<file path="config.mk">
export PLATFORM = sky130hd
export DESIGN_NAME = ifu_fetch_flat
export DESIGN_NICKNAME = d
export VERILOG_FILES = /design/src/rtl/ifu_fetch_if.sv /design/src/rtl/ifu_fetch.sv /design/src/flat_wrapper.sv
export SDC_FILE = /design/constraint.sdc
export NUM_CORES = 1
export LEC_CHECK = 0
export CORE_MARGIN = 10
export CORE_UTILIZATION = 45
export DETAILED_ROUTE_END_ITERATION = 16
export GPL_TIMING_DRIVEN = 1
export PLACE_DENSITY = 0.7
export SYNTH_ARGS = -nofsm -noshare
export SYNTH_HDL_FRONTEND = slang
export SYNTH_SLANG_ARGS = --single-unit
</file>
<file path="constraint.sdc">
create_clock -name clk -period 8.25 [get_ports clk]
set_input_delay 2.0625 -clock clk [delete_from_list [all_inputs] [get_ports clk]]
set_output_delay 2.0625 -clock clk [all_outputs]
set_load 0.05 [all_outputs]
</file>
<file path="src/rtl/ifu_fetch_if.sv">
// ifu_fetch_if: signal bundle between the fetch unit and its neighbours.
//   ex/ctrl side : jump_en_i, jump_addr_i, hold_flag_i
//   imem request : imem_req_valid_o, imem_req_ready_i, imem_addr_o
//   imem response: imem_rsp_valid_i, imem_rsp_data_i
//   if_id side   : inst_valid_o, inst_ready_i, inst_o, inst_addr_o
// Suffixes are relative to the fetch unit. The fetch unit uses the master
// modport; the environment (ex/ctrl, imem, if_id) uses the slave modport.
interface ifu_fetch_if;
  logic        jump_en_i;
  logic [31:0] jump_addr_i;
  logic        hold_flag_i;
  logic        imem_req_valid_o;
  logic        imem_req_ready_i;
  logic [31:0] imem_addr_o;
  logic        imem_rsp_valid_i;
  logic [31:0] imem_rsp_data_i;
  logic        inst_valid_o;
  logic        inst_ready_i;
  logic [31:0] inst_o;
  logic [31:0] inst_addr_o;

  modport master (
    input  jump_en_i, jump_addr_i, hold_flag_i,
    output imem_req_valid_o, imem_addr_o,
    input  imem_req_ready_i,
    input  imem_rsp_valid_i, imem_rsp_data_i,
    output inst_valid_o, inst_o, inst_addr_o,
    input  inst_ready_i
  );

  modport slave (
    output jump_en_i, jump_addr_i, hold_flag_i,
    input  imem_req_valid_o, imem_addr_o,
    output imem_req_ready_i,
    output imem_rsp_valid_i, imem_rsp_data_i,
    input  inst_valid_o, inst_o, inst_addr_o,
    output inst_ready_i
  );
endinterface

</file>
<file path="src/rtl/ifu_fetch.sv">
// ifu_fetch: instruction fetch unit.
//   Owns the PC, issues in-order word fetches to imem over a valid/ready
//   request channel and buffers returned words in a DEPTH-entry FIFO that
//   feeds if_id with inst/inst_addr pairs. A redirect from ex flushes the
//   buffer and discards words still in flight.
// Ports:
//   clk  - clock, all state on the rising edge
//   rst  - asynchronous reset, active-high
//   bus  - ifu_fetch_if.master (redirect/hold, imem req/rsp, if_id output)
// Parameters:
//   RESET_PC - first fetch address after reset
//   DEPTH    - FIFO entries = max words in flight + buffered (power of 2, >= 2)
// Configuration:
//   IFU_BYPASS_EN - when defined, a non-dropped response arriving at an empty
//   FIFO is presented to if_id combinationally in the same cycle; otherwise
//   the outputs come purely from the FIFO.
module ifu_fetch #(
  parameter logic [31:0] RESET_PC = 32'h8000_0000,
  parameter int unsigned DEPTH    = 2
) (
  input logic         clk,
  input logic         rst,
  ifu_fetch_if.master bus
);
  localparam int unsigned   AW      = $clog2(DEPTH);
  localparam int unsigned   CW      = $clog2(DEPTH + 1);
  localparam logic [31:0]   NOP     = 32'h0000_0013;
  localparam logic [CW+1:0] DEPTH_C = (CW + 2)'(DEPTH);

  typedef enum logic {BOOT, RUN} state_t;

  state_t        state_q, state_d;
  logic [31:0]   pc_q;
  logic [CW-1:0] live_cnt, drop_cnt, fifo_cnt;
  logic [AW-1:0] tag_wr, tag_rd, fifo_wr, fifo_rd;
  logic [31:0]   tag_mem       [DEPTH];
  logic [31:0]   fifo_addr_mem [DEPTH];
  logic [31:0]   fifo_data_mem [DEPTH];

  logic          redirect, credit_ok, req_valid, req_fire;
  logic          rsp_drop, rsp_take, fifo_empty, push, pop;
  logic          out_valid;
  logic [31:0]   out_addr, out_data;
  logic [CW+1:0] in_use;
  logic [CW-1:0] fire_w, take_w, push_w, pop_w, rsp_w;
`ifdef IFU_BYPASS_EN
  logic          bypass;
`endif

  always_comb begin
    state_d = state_q;
    if (state_q == BOOT) state_d = RUN;
  end

  always_comb begin
    redirect   = (state_q == RUN) && bus.jump_en_i;
    // Every word requested, not yet dropped, or still buffered holds a FIFO slot,
    // so a response can always be written.
    in_use     = {2'b00, live_cnt} + {2'b00, drop_cnt} + {2'b00, fifo_cnt};
    credit_ok  = in_use < DEPTH_C;
    req_valid  = (state_q == RUN) && !bus.hold_flag_i && !bus.jump_en_i && credit_ok;
    req_fire   = req_valid && bus.imem_req_ready_i;
    rsp_drop   = bus.imem_rsp_valid_i && (drop_cnt != '0);
    rsp_take   = bus.imem_rsp_valid_i && (drop_cnt == '0);
    fifo_empty = (fifo_cnt == '0);
`ifdef IFU_BYPASS_EN
    bypass     = fifo_empty && rsp_take;
    out_valid  = !fifo_empty || bypass;
    out_addr   = fifo_empty ? tag_mem[tag_rd] : fifo_addr_mem[fifo_rd];
    out_data   = fifo_empty ? bus.imem_rsp_data_i : fifo_data_mem[fifo_rd];
    pop        = !fifo_empty && bus.inst_ready_i && !redirect;
    // A bypassed word taken by if_id this cycle never enters the FIFO.
    push       = rsp_take && !redirect && !(bypass && bus.inst_ready_i);
`else
    out_valid  = !fifo_empty;
    out_addr   = fifo_addr_mem[fifo_rd];
    out_data   = fifo_data_mem[fifo_rd];
    pop        = out_valid && bus.inst_ready_i && !redirect;
    push       = rsp_take && !redirect;
`endif
    fire_w     = {{(CW-1){1'b0}}, req_fire};
    take_w     = {{(CW-1){1'b0}}, rsp_take};
    push_w     = {{(CW-1){1'b0}}, push};
    pop_w      = {{(CW-1){1'b0}}, pop};
    rsp_w      = {{(CW-1){1'b0}}, bus.imem_rsp_valid_i};
  end

  assign bus.imem_req_valid_o = req_valid;
  assign bus.imem_addr_o      = pc_q;
  assign bus.inst_valid_o     = out_valid;
  assign bus.inst_o           = out_valid ? out_data : NOP;
  assign bus.inst_addr_o      = out_valid ? out_addr : '0;

  always_ff @(posedge clk or posedge rst) begin
    if (rst) begin
      state_q  <= BOOT;
      pc_q     <= RESET_PC;
      live_cnt <= '0;
      drop_cnt <= '0;
      fifo_cnt <= '0;
      tag_wr   <= '0;
      tag_rd   <= '0;
      fifo_wr  <= '0;
      fifo_rd  <= '0;
    end else begin
      state_q <= state_d;
      if (redirect) begin
        pc_q     <= {bus.jump_addr_i[31:2], 2'b00};
        live_cnt <= '0;
        // A response landing this cycle retires either a pending drop or a
        // live word; both leave one fewer word to discard later.
        drop_cnt <= drop_cnt + live_cnt - rsp_w;
        fifo_cnt <= '0;
        tag_wr   <= '0;
        tag_rd   <= '0;
        fifo_wr  <= '0;
        fifo_rd  <= '0;
      end else begin
        if (req_fire) begin
          pc_q   <= pc_q + 32'd4;
          tag_wr <= tag_wr + 1'b1;
        end
        if (rsp_drop) drop_cnt <= drop_cnt - 1'b1;
        if (rsp_take) tag_rd <= tag_rd + 1'b1;
        if (push)     fifo_wr <= fifo_wr + 1'b1;
        if (pop)      fifo_rd <= fifo_rd + 1'b1;
        live_cnt <= live_cnt + fire_w - take_w;
        fifo_cnt <= fifo_cnt + push_w - pop_w;
      end
    end
  end

  // Storage arrays need no reset: occupancy is tracked by the counters above.
  always_ff @(posedge clk) begin
    if (req_fire) tag_mem[tag_wr] <= pc_q;
    if (push) begin
      fifo_addr_mem[fifo_wr] <= tag_mem[tag_rd];
      fifo_data_mem[fifo_wr] <= bus.imem_rsp_data_i;
    end
  end
endmodule

</file>
<file path="src/flat_wrapper.sv">
// flat-port wrapper written by rule: the top's interface ports become plain ports
module ifu_fetch_flat 
#(
  parameter logic [31:0] RESET_PC = 32'h8000_0000,
  parameter int unsigned DEPTH    = 2
)
  (clk, rst, bus_jump_en_i, bus_jump_addr_i, bus_hold_flag_i, bus_imem_req_valid_o, bus_imem_addr_o, bus_imem_req_ready_i, bus_imem_rsp_valid_i, bus_imem_rsp_data_i, bus_inst_valid_o, bus_inst_o, bus_inst_addr_o, bus_inst_ready_i);
  ifu_fetch_if bus_i ();
  input logic clk;
  input logic rst;
  input wire logic [$bits(bus_i.jump_en_i)-1:0] bus_jump_en_i;
  input wire logic [$bits(bus_i.jump_addr_i)-1:0] bus_jump_addr_i;
  input wire logic [$bits(bus_i.hold_flag_i)-1:0] bus_hold_flag_i;
  output wire logic [$bits(bus_i.imem_req_valid_o)-1:0] bus_imem_req_valid_o;
  output wire logic [$bits(bus_i.imem_addr_o)-1:0] bus_imem_addr_o;
  input wire logic [$bits(bus_i.imem_req_ready_i)-1:0] bus_imem_req_ready_i;
  input wire logic [$bits(bus_i.imem_rsp_valid_i)-1:0] bus_imem_rsp_valid_i;
  input wire logic [$bits(bus_i.imem_rsp_data_i)-1:0] bus_imem_rsp_data_i;
  output wire logic [$bits(bus_i.inst_valid_o)-1:0] bus_inst_valid_o;
  output wire logic [$bits(bus_i.inst_o)-1:0] bus_inst_o;
  output wire logic [$bits(bus_i.inst_addr_o)-1:0] bus_inst_addr_o;
  input wire logic [$bits(bus_i.inst_ready_i)-1:0] bus_inst_ready_i;
  assign bus_i.jump_en_i = bus_jump_en_i;
  assign bus_i.jump_addr_i = bus_jump_addr_i;
  assign bus_i.hold_flag_i = bus_hold_flag_i;
  assign bus_imem_req_valid_o = bus_i.imem_req_valid_o;
  assign bus_imem_addr_o = bus_i.imem_addr_o;
  assign bus_i.imem_req_ready_i = bus_imem_req_ready_i;
  assign bus_i.imem_rsp_valid_i = bus_imem_rsp_valid_i;
  assign bus_i.imem_rsp_data_i = bus_imem_rsp_data_i;
  assign bus_inst_valid_o = bus_i.inst_valid_o;
  assign bus_inst_o = bus_i.inst_o;
  assign bus_inst_addr_o = bus_i.inst_addr_o;
  assign bus_i.inst_ready_i = bus_inst_ready_i;
  ifu_fetch #(.RESET_PC(RESET_PC), .DEPTH(DEPTH)) u_core (.clk(clk), .rst(rst), .bus(bus_i));
endmodule
</file>
## Yosys cells after proc, flatten, opt, wreduce, memory -nomap -nowiden

Memories as Yosys holds them, arrays and structs flattened.
Cells that the tools add are included.

- Register bits: 43
- RAM bits: 192
- Input port bits: 71
- Output and inout bits: 98
- Word-level logic and storage cells: 69
- Memories: 3

- Add/sub/neg operators: 14
- Order comparisons: 1
- Mux-type cells: 20
- Reductions and logical operators: 22

Memories:

| memory | depth | bits a word | rd ports | clocked after memory_dff | wr ports | RTL line | source |
|---|---|---|---|---|---|---|---|
| u_core.fifo_addr_mem | 2 | 32 | 1 | 0 | 1 | ifu_fetch.sv:37 | `logic [31:0] fifo_addr_mem [DEPTH];` |
| u_core.fifo_data_mem | 2 | 32 | 1 | 0 | 1 | ifu_fetch.sv:38 | `logic [31:0] fifo_data_mem [DEPTH];` |
| u_core.tag_mem | 2 | 32 | 1 | 0 | 1 | ifu_fetch.sv:36 | `logic [31:0] tag_mem [DEPTH];` |

Operators with widths:

| cell | number |
|---|---|
| $mux W32 | 4 |
| $add A32 B3 Y32 const B | 1 |
| $mux W1 | 12 |
| $reduce_bool A2 Y1 | 6 |
| $logic_and A1 B1 Y1 | 10 |
| $mux W2 | 4 |
| $sub A2 B1 Y2 | 3 |
| $add A1 B1 Y1 const B | 4 |
| $add A2 B1 Y2 | 2 |
| $add A4 B2 Y4 | 1 |
| $logic_not A1 Y1 | 4 |
| $logic_not A2 Y1 | 2 |
| $lt A4 B2 Y1 const B | 1 |
| $add A2 B2 Y3 | 1 |
| $add A2 B2 Y2 | 1 |
| $sub A2 B1 Y2 const B | 1 |

## Logic depth before layout (Yosys ltp)

Gate-level depths: netlist of run 1.

- Depth after elaboration: 8
- Gate-level depth with buffers: 11

## Least setup slack after synthesis of run 1

Ideal clock, no wire load.

- Kind: input port to flip-flop
- From: input bus_jump_en_i
- To: memory u_core.fifo_addr_mem[0][10] (enable)
- Library setup time: 558 ps
- Data arrival time: 6,874 ps
- Slack: 818 ps
- Stages on the path: 4
- Path buffers: 2
- Path through: and2_1 clkbuf_1 clkbuf_1 nor3_1

- Cells in the longest elaborated chain, start to end: 5

RTL lines:

| element | RTL line | source |
|---|---|---|
| from (decl) | flat_wrapper.sv:11 | `input wire logic [$bits(bus_i.jump_en_i)-1:0] bus_jump_en_i;` |
| $logic_and A1 B1 Y1 | ifu_fetch.sv:56 | `redirect = (state_q == RUN) && bus.jump_en_i;` |
| $logic_not A1 Y1 | ifu_fetch.sv:79 | `push = rsp_take && !redirect;` |
| $logic_and A1 B1 Y1 | ifu_fetch.sv:79 |  |
| $mux W1 | ifu_fetch.sv:136 | `if (push) begin` |
| $mux W1 (implied by the code) | ifu_fetch.sv:137 | `fifo_addr_mem[fifo_wr] <= tag_mem[tag_rd];` |
| to (decl) | ifu_fetch.sv:37 |  |

No other way between the ends.

## Worst setup path in the final report of run 1

- From: input bus_jump_en_i
- To: output bus_imem_req_valid_o

- Cells in the longest elaborated chain, start to end: 3

RTL lines:

| element | RTL line | source |
|---|---|---|
| $logic_not A1 Y1 | ifu_fetch.sv:61 | `req_valid = (state_q == RUN) && !bus.hold_flag_i && !bus.jump_en_i && credit_ok;` |
| $logic_and A1 B1 Y1 (2 in a row) | ifu_fetch.sv:61 |  |
| to (decl) | flat_wrapper.sv:14 | `output wire logic [$bits(bus_i.imem_req_valid_o)-1:0] bus_imem_req_valid_o;` |

No other way between the ends.

==> results of run 1 <==
[power breakdown]
group	leakage (nW)	internal (W)	switching (W)
Clock	0.382	0.000621	0.000406
Combinational	1.72	0.000591	0.00106
Sequential	2.15	0.00141	0.000159
Total	4.26	0.00262	0.00163
[layer usage]
metal / vias to the layer above / part of all wire, % / track usage, % / routed length (µm)
met5: - / 0 / 0 / 0
li1: 2709 / - / - / -
met4: 0 / 2.3 / 4.831 / 484
met3: 29 / 5.5 / 2.788 / 1161
met2: 163 / 50 / 25.31 / 10390
met1: 2815 / 43 / 18.86 / 8930
[layout make-up]
| type | count | area share (%) |
|---|---|---|
| Clock buffer | 26 | 5.027 |
| Clock inverter | 15 | 1.244 |
| Inverter | 14 | 0.4354 |
| Multi-Input combinational cell | 379 | 22.25 |
| Sequential cell | 225 | 54.32 |
| Tap cell | 270 | 2.799 |
| Timing Repair Buffer | 170 | 13.93 |
[flip-flops by register name (all words and copies together) (netlist names), 2 cells and up]
| name | count |
|---|---|
| u_core.fifo_data_mem | 64 |
| u_core.fifo_addr_mem | 60 |
| u_core.tag_mem | 60 |
| u_core.bus.imem_addr_o | 30 |
| u_core.drop_cnt | 2 |
| u_core.fifo_cnt | 2 |
| u_core.live_cnt | 2 |
[stage by stage]
step	area [µm²]	cells	worst slack (ps)	power (W)
finish	12070	1099	2280	0.004245
global route	12070	1099	2145	0.004440
detailed placement	11310	1058	2293	0.003259
global placement	11310	1058	2245	0.003211
CTS	12070	1099	2266	0.004293
floorplan	9429	649	817.9	0.002692
[kinds of logic (layout without fill, tap and decap cells)]
logic type      count (synthesis)  count (layout)
flops                         225             225
simple gates                  192             192
mux                            92              92
compound gates                 51              51
buf+inv                        45             225
xor+xnor                       26              26
fa+ha+maj                      13              13
other cells                     2               5
[Yosys cell counts, types with 10 or more instances]
library cell	instances	area, µm²
a31oi_1	12	75.07
clkbuf_1	16	60.06
dfrtp_1	40	1001
edfxtp_1	184	5525
ha_1	11	137.6
inv_1	13	48.80
mux2_2	30	337.8
mux2i_1	62	620.6
nand2_1	42	157.7
nand3_1	14	70.07
nor2_1	81	304.0
o21ai_0	21	105.1
or3_1	10	62.56
xor2_1	17	148.9
[worst register-to-register path: stages, from the launching register on]
cell and delay, ps:
dfrtp_1 430, ha_1 230, fa_1 500, inv_1 60, fa_1 480, and2b_2 240, o2111ai_1 610, clkinv_1 400
and2_1 270, buf_4 270
[worst max-delay path by stage]
stage,from,end,slack [ps],cells past startpoint
2_1_floorplan,bus_jump_en_i,u_core.fifo_addr_mem[0][10],820,4
3_3_place_gp,bus_jump_en_i,bus_imem_req_valid_o,2240,4
3_5_place_dp,bus_jump_en_i,bus_imem_req_valid_o,2290,4
4_1_cts,bus_jump_en_i,bus_imem_req_valid_o,2270,4
5_1_grt,bus_jump_en_i,bus_imem_req_valid_o,2150,4
6_report,bus_jump_en_i,bus_imem_req_valid_o,2280,4
==> run_results.csv, run 1 <==
group,metric,value,unit
cells_and_area,area.growth.synth_to_final,28.16,%
worst_hold_path,hold-path-endpoint,"u_core.tag_rd",
setup_path,rr_startpoint,"u_core.drop_cnt[0]",
setup_path,worstRegToRegCells,9,
synth,syn_area,0.009418,mm²
run,cap_violations,0,
synth,ys_seq_area_share,69.58,%
clock_network,ctsHtreeMaxLevel,1,
power_and_ir_drop,power_density,351.7,mW/mm²
die,die_y,164.7,µm
setup_path,critPathMaxStageDelay,870,ps
cells_and_area,final_util,59.08,%
setup_path,critPathArrivalTime,3910,ps
cells_and_area,fin_nets,897,
timing,clock.fmax,167.5,MHz
placed_design,port_buffers,162,
timing,rsz0062_at_grt,"false",
clock_network,cts-root-buf,"clkbuf_16",
worst_hold_path,worstHoldPathCells,2,
synth,ys.flop_type,"edfxtp_1",
die,ioPinCount,169,
setup_path,rrSetupSlack,4440,ps
clock_network,clk_latency,500,ps
die,die_w,164.7,µm
cells_and_area,fill_cells,1636,
clock_network,cts_resized,0,
setup_path,path_class,"in -> out",
timing,tightest_slew,1132,ps
clock_network,path_clk_slew,60,ps
power_and_ir_drop,p_leak,4.259,nW
routing,drt_pre_antenna_iters,5,
synth,synth_fa_ha_area_share,1.887,%
placed_design,gp_congestion,0.8503,
grt,groute.usage.overall,14.90,%
timing,setup_viol,0,
setup_path,startpoint_type,"input port",
grt,grt_pass1_wl,32170,µm
cells_and_area,diodes,0,
grt,grt.overflow.total,0,
synth,async_reset_ff_share,18.22,%
synth,synth_simple_gate_area_share,10.11,%
timing,min_period,5970,ps
clock_network,tritoncts,"built",
grt,grt_max_degree,64,
clock_network,cts_buffer_depth,3,
cells_and_area,final_cell_mix,"edfxtp_1 (184), clkdlybuf4s50_1 (162), nor2_1 (79)",
cells_and_area,multiInputGateArea,0.002685,mm²
power_and_ir_drop,vdd_ir_drop_max,144.8,µV
die,core_area,0.02043,mm²
timing,fin_tns_setup,0,ps
worst_hold_path,min_path_type,"reg -> reg",
synth,synth.area.mux_share,10.18,%
grt,antenna_found_initial,0,
cells_and_area,regArea,0.006556,mm²
timing,slew-limit-headroom,24.50,%
setup_path,cpMostUsedCell,"clkdlybuf4s50_1",
placed_design,dpl.hpwl,13910,µm
routing,drc,0,
routing,final_antenna_net_count,0,
synth,synth_compound_gate_area_share,3.547,%
timing,hold_viol,0,
synth,yosysWarnings,0,
timing,layout_worst_path_cycle_share,72.36,%
cells_and_area,final_common_cell,"edfxtp_1",
grt,grt_pass1_vias,5726,
outcome,outcome,"completed",
timing,skew,9.214,ps
worst_hold_path,min_from,"u_core.tag_rd",
synth,synth-xor-area-share,2.418,%
clock_network,cts-buffers-inserted,23,
setup_path,r2r-end,"u_core.tag_mem[1][26]",
setup_path,cp_slowest_cell,"clkdlybuf4s50_1",
clock_network,cts_sinks,225,
synth,synth_top_family_by_area,"multiplexers",
setup_path,crit_family,"buffers and inverters",
clock_network,postCtsSetupBuffers,0,
setup_path,crit_fanout,4,
timing,drv_slew,0,
synth,avgSynthCellArea,14.58,µm²
synth,synth-edff-count,184,
routing,vias_per_cell,5.201,
synth,ys_types,56,
setup_path,cp.buffers_inverters,2,
routing,vias,5716,
routing,routed_wl,20970,µm
die,num_rows,52,
die,dieArea,0.02711,mm²
setup_path,crit_chain,"clkdlybuf4s50_1, nand4bb_1, a211oi_1, clkdlybuf4s50_1",
die,start_util,46.10,%
routing,drt_iter0_drc,371,
cells_and_area,drive_gt1_share,11.22,%
synth,ys_ff_latch,225,
routing,post_drt_wl_per_cell,19.08,µm
clock_network,cts_hold_buffers,0,
setup_path,end_kind,"output port",
timing,hold_ws,557.0,ps
synth,syn_inst,646,
setup_path,required,6190,ps
Power figures use the tool's default switching activity.
==> inputs of run 2 (changes only) <==
- clock period: 8.25 -> 6.06 ns (I/O delays scaled with it)
==> run_results.csv, run 2 (synthesized netlist as in run 1, its figures left out) <==
group,metric,value,unit
cells_and_area,reg_top3,"u_core.fifo_data_mem: 64 flops, u_core.fifo_addr_mem: 60 flops, u_core.tag_mem: 60 flops",
clock_network,cts-root-buf,"clkbuf_16",
timing,hold_ws,552.1,ps
die,ioPinCount,169,
setup_path,startpoint_type,"flop",
timing,layout_worst_path_cycle_share,88.42,%
die,start_util,46.10,%
timing,clock.fmax,186.6,MHz
cells_and_area,largest_reg_flops,64,
routing,vias_per_cell,5.174,
power_and_ir_drop,vdd_ir_drop_max,219.8,µV
clock_network,cts_resized,0,
routing,routed_wl,21000,µm
placed_design,dpl.hpwl,14370,µm
grt,antenna_found_initial,0,
routing,drc,0,
cells_and_area,fin_nets,897,
grt,grt.overflow.total,0,
routing,drt_iter0_drc,321,
routing,final_antenna_net_count,0,
timing,setup_viol,0,
grt,grt_pass1_wl,32850,µm
outcome,outcome,"completed",
power_and_ir_drop,power_density,483.5,mW/mm²
cells_and_area,drive_gt1_share,11.57,%
worst_hold_path,min_path_type,"reg -> reg",
timing,slew-limit-headroom,23.72,%
routing,vias,5691,
clock_network,ctsHtreeMaxLevel,1,
grt,grt_pass1_vias,5923,
setup_path,crit_fanout,6,
cells_and_area,fin_area,0.01216,mm²
setup_path,path_class,"reg -> out",
setup_path,required,4550,ps
setup_path,end_kind,"output port",
die,die_w,164.7,µm
cells_and_area,final_common_cell,"edfxtp_1",
clock_network,cts_sinks,225,
placed_design,place_area,0.01133,mm²
routing,post_drt_wl_per_cell,19.09,µm
clock_network,clk_latency,510,ps
grt,groute.usage.overall,15.29,%
clock_network,cts_buffer_depth,3,
timing,tightest_slew,1144,ps
clock_network,postCtsSetupBuffers,0,
timing,fin_tns_setup,0,ps
clock_network,cts_hold_buffers,0,
power_and_ir_drop,p_leak,4.287,nW
routing,drt_pre_antenna_iters,4,
placed_design,gp_congestion,0.7932,
cells_and_area,final_cell_mix,"edfxtp_1 (184), clkdlybuf4s50_1 (162), nor2_1 (79)",
die,die_y,164.7,µm
run,cap_violations,0,
timing,min_period,5358,ps
die,core_area,0.02043,mm²
grt,grt_max_degree,64,
timing,drv_slew,0,
cells_and_area,area.growth.synth_to_final,29.11,%
timing,hold_viol,0,
cells_and_area,final_util,59.52,%
setup_path,critPathArrivalTime,3840,ps
timing,skew,20.79,ps
clock_network,path_clk_slew,60,ps
placed_design,port_buffers,162,
cells_and_area,regMostFlops,"u_core.fifo_data_mem",
clock_network,tritoncts,"built",
die,num_rows,52,
clock_network,cts-buffers-inserted,23,
timing,rsz0062_at_grt,"false",
die,dieArea,0.02711,mm²
cells_and_area,diodes,0,
-- run 2: cell count changes in the layout (fill, tap and decap cells not counted), sizes merged --
cell / before / now
clkinv: 12 / 6
clkbuf: 26 / 31
clkinvlp: 0 / 1
inv: 14 / 15
-- run 2: power by group --
group	total [W]	internal [W]	leakage, nW	switching, W
logic	0.00225	0.000813	1.72	0.00144
registers	0.00213	0.00191	2.15	0.000220
clock network	0.00150	0.000925	0.409	0.000571
-- run 2: final timing paths --
| kind | from | cells past startpoint | to | slack [ps] |
|---|---|---|---|---|
| max in group asynchronous | rst | 3 | u_core.fifo_rd | 4210 |
| max | u_core.drop_cnt[0] | 7 | bus_imem_req_valid_o | 700 |
| max reg2reg | u_core.drop_cnt[0] | 9 | u_core.tag_mem[1][13] | 2220 |
| min reg2reg | u_core.tag_mem[1][14] | 1 | u_core.fifo_addr_mem[1][14] | 550 |
| min | u_core.tag_mem[1][14] | 1 | u_core.fifo_addr_mem[1][14] | 550 |
| min in group asynchronous | rst | 3 | u_core.bus.imem_addr_o[27] | 1440 |
-- run 2: layout make-up --
class,instances,area (µm²)
Inverter,14,52.55
Sequential cell,225,6556
Timing Repair Buffer,170,1694
Multi-Input combinational cell,379,2693
Fill cell,1585,8270
Tap cell,270,337.8
Clock inverter,11,138.9
Clock buffer,31,686.9
-- run 2: through the flow --
step,power (W),cells,setup WS [ps]
after floorplan,0.003661,649,1115
after global routing,0.006158,1100,474.8
after CTS,0.005949,1100,667.2
after detailed placement,0.004439,1058,1094
after global placement,0.004387,1058,1131
final,0.005879,1100,701.6
-- run 2: critical path: stages (launching register included) --
cell,delay [ps]
dfrtp_1,430
ha_1,230
fa_1,500
inv_1,60
fa_1,470
or3b_4,450
a211oi_1,310
clkdlybuf4s50_1,870
-- run 2: layer usage --
metal	vias to the layer above	GRT usage [%]	wire, µm
li1	2707	-	-
met1	2795	19.03	8573
met2	168	26.52	10760
met3	21	3.037	1357
met4	0	4.267	309
met5	-	0	0
==> inputs of run 3 (changes only) <==
- CTS_CLUSTER_SIZE: default -> 8
==> run_results.csv, run 3 (synthesized netlist as in run 1, its figures left out) <==
group,metric,value,unit
timing,clock.fmax,187.7,MHz
routing,wl_met1,8655,µm
routing,drc,0,
routing,drt_iter0_drc,398,
grt,grt_pass1_wl,33220,µm
timing,setup_viol,0,
routing,vias,5738,
die,dieArea,0.02711,mm²
cells_and_area,regMostFlops,"u_core.fifo_data_mem",
setup_path,path_class,"reg -> out",
die,start_util,46.10,%
timing,min_period,5329,ps
clock_network,postCtsSetupBuffers,0,
setup_path,startpoint_type,"flop",
setup_path,cpMostUsedCell,"fa_1",
grt,grt.overflow.total,0,
cells_and_area,final_cell_mix,"edfxtp_1 (184), clkdlybuf4s50_1 (162), nor2_1 (79)",
setup_path,critPathArrivalTime,3810,ps
setup_path,required,4550,ps
placed_design,gp_congestion,0.7932,
clock_network,cts-root-buf,"clkbuf_16",
cells_and_area,final_common_cell,"edfxtp_1",
power_and_ir_drop,internal_power,0.003821,W
routing,drt_pre_antenna_iters,5,
clock_network,cts_sinks,225,
cells_and_area,diodes,0,
clock_network,cts_hold_buffers,0,
cells_and_area,area.growth.synth_to_final,30.74,%
clock_network,cts_resized,0,
die,ioPinCount,169,
setup_path,cp_slowest_cell,"clkdlybuf4s50_1",
cells_and_area,instances_no_fill,1108,
timing,drv_slew,0,
setup_path,end_kind,"output port",
die,die_w,164.7,µm
power_and_ir_drop,swShare,37.17,%
routing,wl_met2,10790,µm
grt,antenna_found_initial,0,
setup_path,critPathMaxStageDelay,870,ps
clock_network,ctsHtreeMaxLevel,2,
clock_network,cts-buffers-inserted,34,
placed_design,dpl.hpwl,14370,µm
die,core_area,0.02043,mm²
placed_design,dpl.cell_count,1058,
power_and_ir_drop,seqPwrFrac,35.2,%
routing,post_drt_wl_per_cell,19.07,µm
clock_network,tritoncts,"built",
power_and_ir_drop,p_leak,4.352,nW
routing,highest_layer,"met4",
power_and_ir_drop,clockPowerShare,27.8,%
timing,fin_tns_setup,0,ps
timing,layout_worst_path_cycle_share,87.93,%
clock_network,clk_latency,490,ps
cells_and_area,fin_nets,908,
worst_hold_path,min_path_type,"reg -> reg",
power_and_ir_drop,p_comb_share,37.0,%
grt,grt_pass1_vias,6050,
run,cap_violations,0,
routing,routed_wl,21130,µm
power_and_ir_drop,power.switching,0.002261,W
outcome,outcome,"completed",
timing,tightest_slew,1143,ps
setup_path,crit_fanout,6,
die,die_y,164.7,µm
placed_design,port_buffers,162,
grt,groute.usage.overall,15.59,%
clock_network,cts_buffer_depth,3,
clock_network,path_clk_slew,50,ps
timing,hold_viol,0,
cells_and_area,fill_cells,1581,
cells_and_area,reg_top3,"u_core.fifo_data_mem: 64 flops, u_core.fifo_addr_mem: 60 flops, u_core.tag_mem: 60 flops",
cells_and_area,largest_reg_flops,64,
die,num_rows,52,
timing,skew,22.16,ps
setup_path,crit_chain,"ha_1, fa_1, inv_1, fa_1, or3b_4, a211oi_1, clkdlybuf4s50_1",
grt,grt_max_degree,64,
routing,vias_per_cell,5.179,
power_and_ir_drop,power_density,493.9,mW/mm²
timing,slew-limit-headroom,23.80,%
cells_and_area,drive_gt1_share,11.22,%
routing,final_antenna_net_count,0,
power_and_ir_drop,vdd_ir_drop_max,223.0,µV
timing,rsz0062_at_grt,"false",
routing,wl_met3,1324,µm
[run 3: area by class of cell]
class / instances / area, µm² / area share, %
multi-input combinational: 379 / 2693 / 21.87
inverter: 14 / 52.55 / 0.4268
tap: 270 / 337.8 / 2.744
timing repair buffer: 170 / 1694 / 13.76
sequential: 225 / 6556 / 53.25
clock inverter: 1 / 8.758 / 0.07113
clock buffer: 49 / 970.9 / 7.885
[run 3: per-stage QoR]
| stage | hold WS (ps) | setup slack (ps) | cell area, µm² | total power (W) | util, % |
|---|---|---|---|---|---|
| finish | 554.8 | 731.5 | 12310 | 0.006082 | 60.27 |
| floorplan | 523.8 | 1115 | 9434 | 0.003661 | - |
| global route | 573.1 | 504.2 | 12310 | 0.006370 | 60.27 |
| detailed placement | 548.5 | 1094 | 11330 | 0.004439 | 55.48 |
| CTS | 555.6 | 701.8 | 12310 | 0.006160 | 60.27 |
| global placement | 544.0 | 1131 | 11330 | 0.004387 | 55.48 |
[run 3: worst max-delay path, delay by kind of cell, from the launching register on]
family                   cells  cell delay, ps
buffers and inverters        2             930
AND/OR/NAND/NOR              1             460
AO/OA/AOI/OAI                1             310
adder cells (fa/ha/maj)      3            1200
flip-flops                   1             420
[run 3: worst paths after layout]
check | endpoint | depth (start not counted) | from | slack [ps]
worst min-delay path | u_core.tag_mem[1][29] | 0 | u_core.bus.imem_addr_o[29] | 550
worst max-delay path | bus_imem_req_valid_o | 7 | u_core.drop_cnt[0] | 730
min in group asynchronous | u_core.bus.imem_addr_o[26] | 3 | rst | 1470
worst min register to register | u_core.tag_mem[1][29] | 0 | u_core.bus.imem_addr_o[29] | 550
max in group asynchronous | u_core.fifo_rd | 3 | rst | 4170
worst max register to register | u_core.tag_mem[1][22] | 9 | u_core.drop_cnt[0] | 2200
[run 3: power by group through the flow]
stage / Clock [W] / Combinational, W / Sequential (W)
6_report: 0.00169 / 0.00225 / 0.00214
3_5_place_dp: 0 / 0.00227 / 0.00217
2_1_floorplan: 0 / 0.00153 / 0.00213
5_1_grt: 0.00181 / 0.00240 / 0.00217
4_1_cts: 0.00173 / 0.00228 / 0.00214
3_3_place_gp: 0 / 0.00223 / 0.00215
[run 3: per-layer routing]
| metal | global-route usage (%) | vias to the layer above |
|---|---|---|
| met3 | 3.684 | 31 |
| li1 | - | 2729 |
| met5 | 0 | - |
| met1 | 18.86 | 2794 |
| met2 | 26.94 | 184 |
| met4 | 5.032 | 0 |
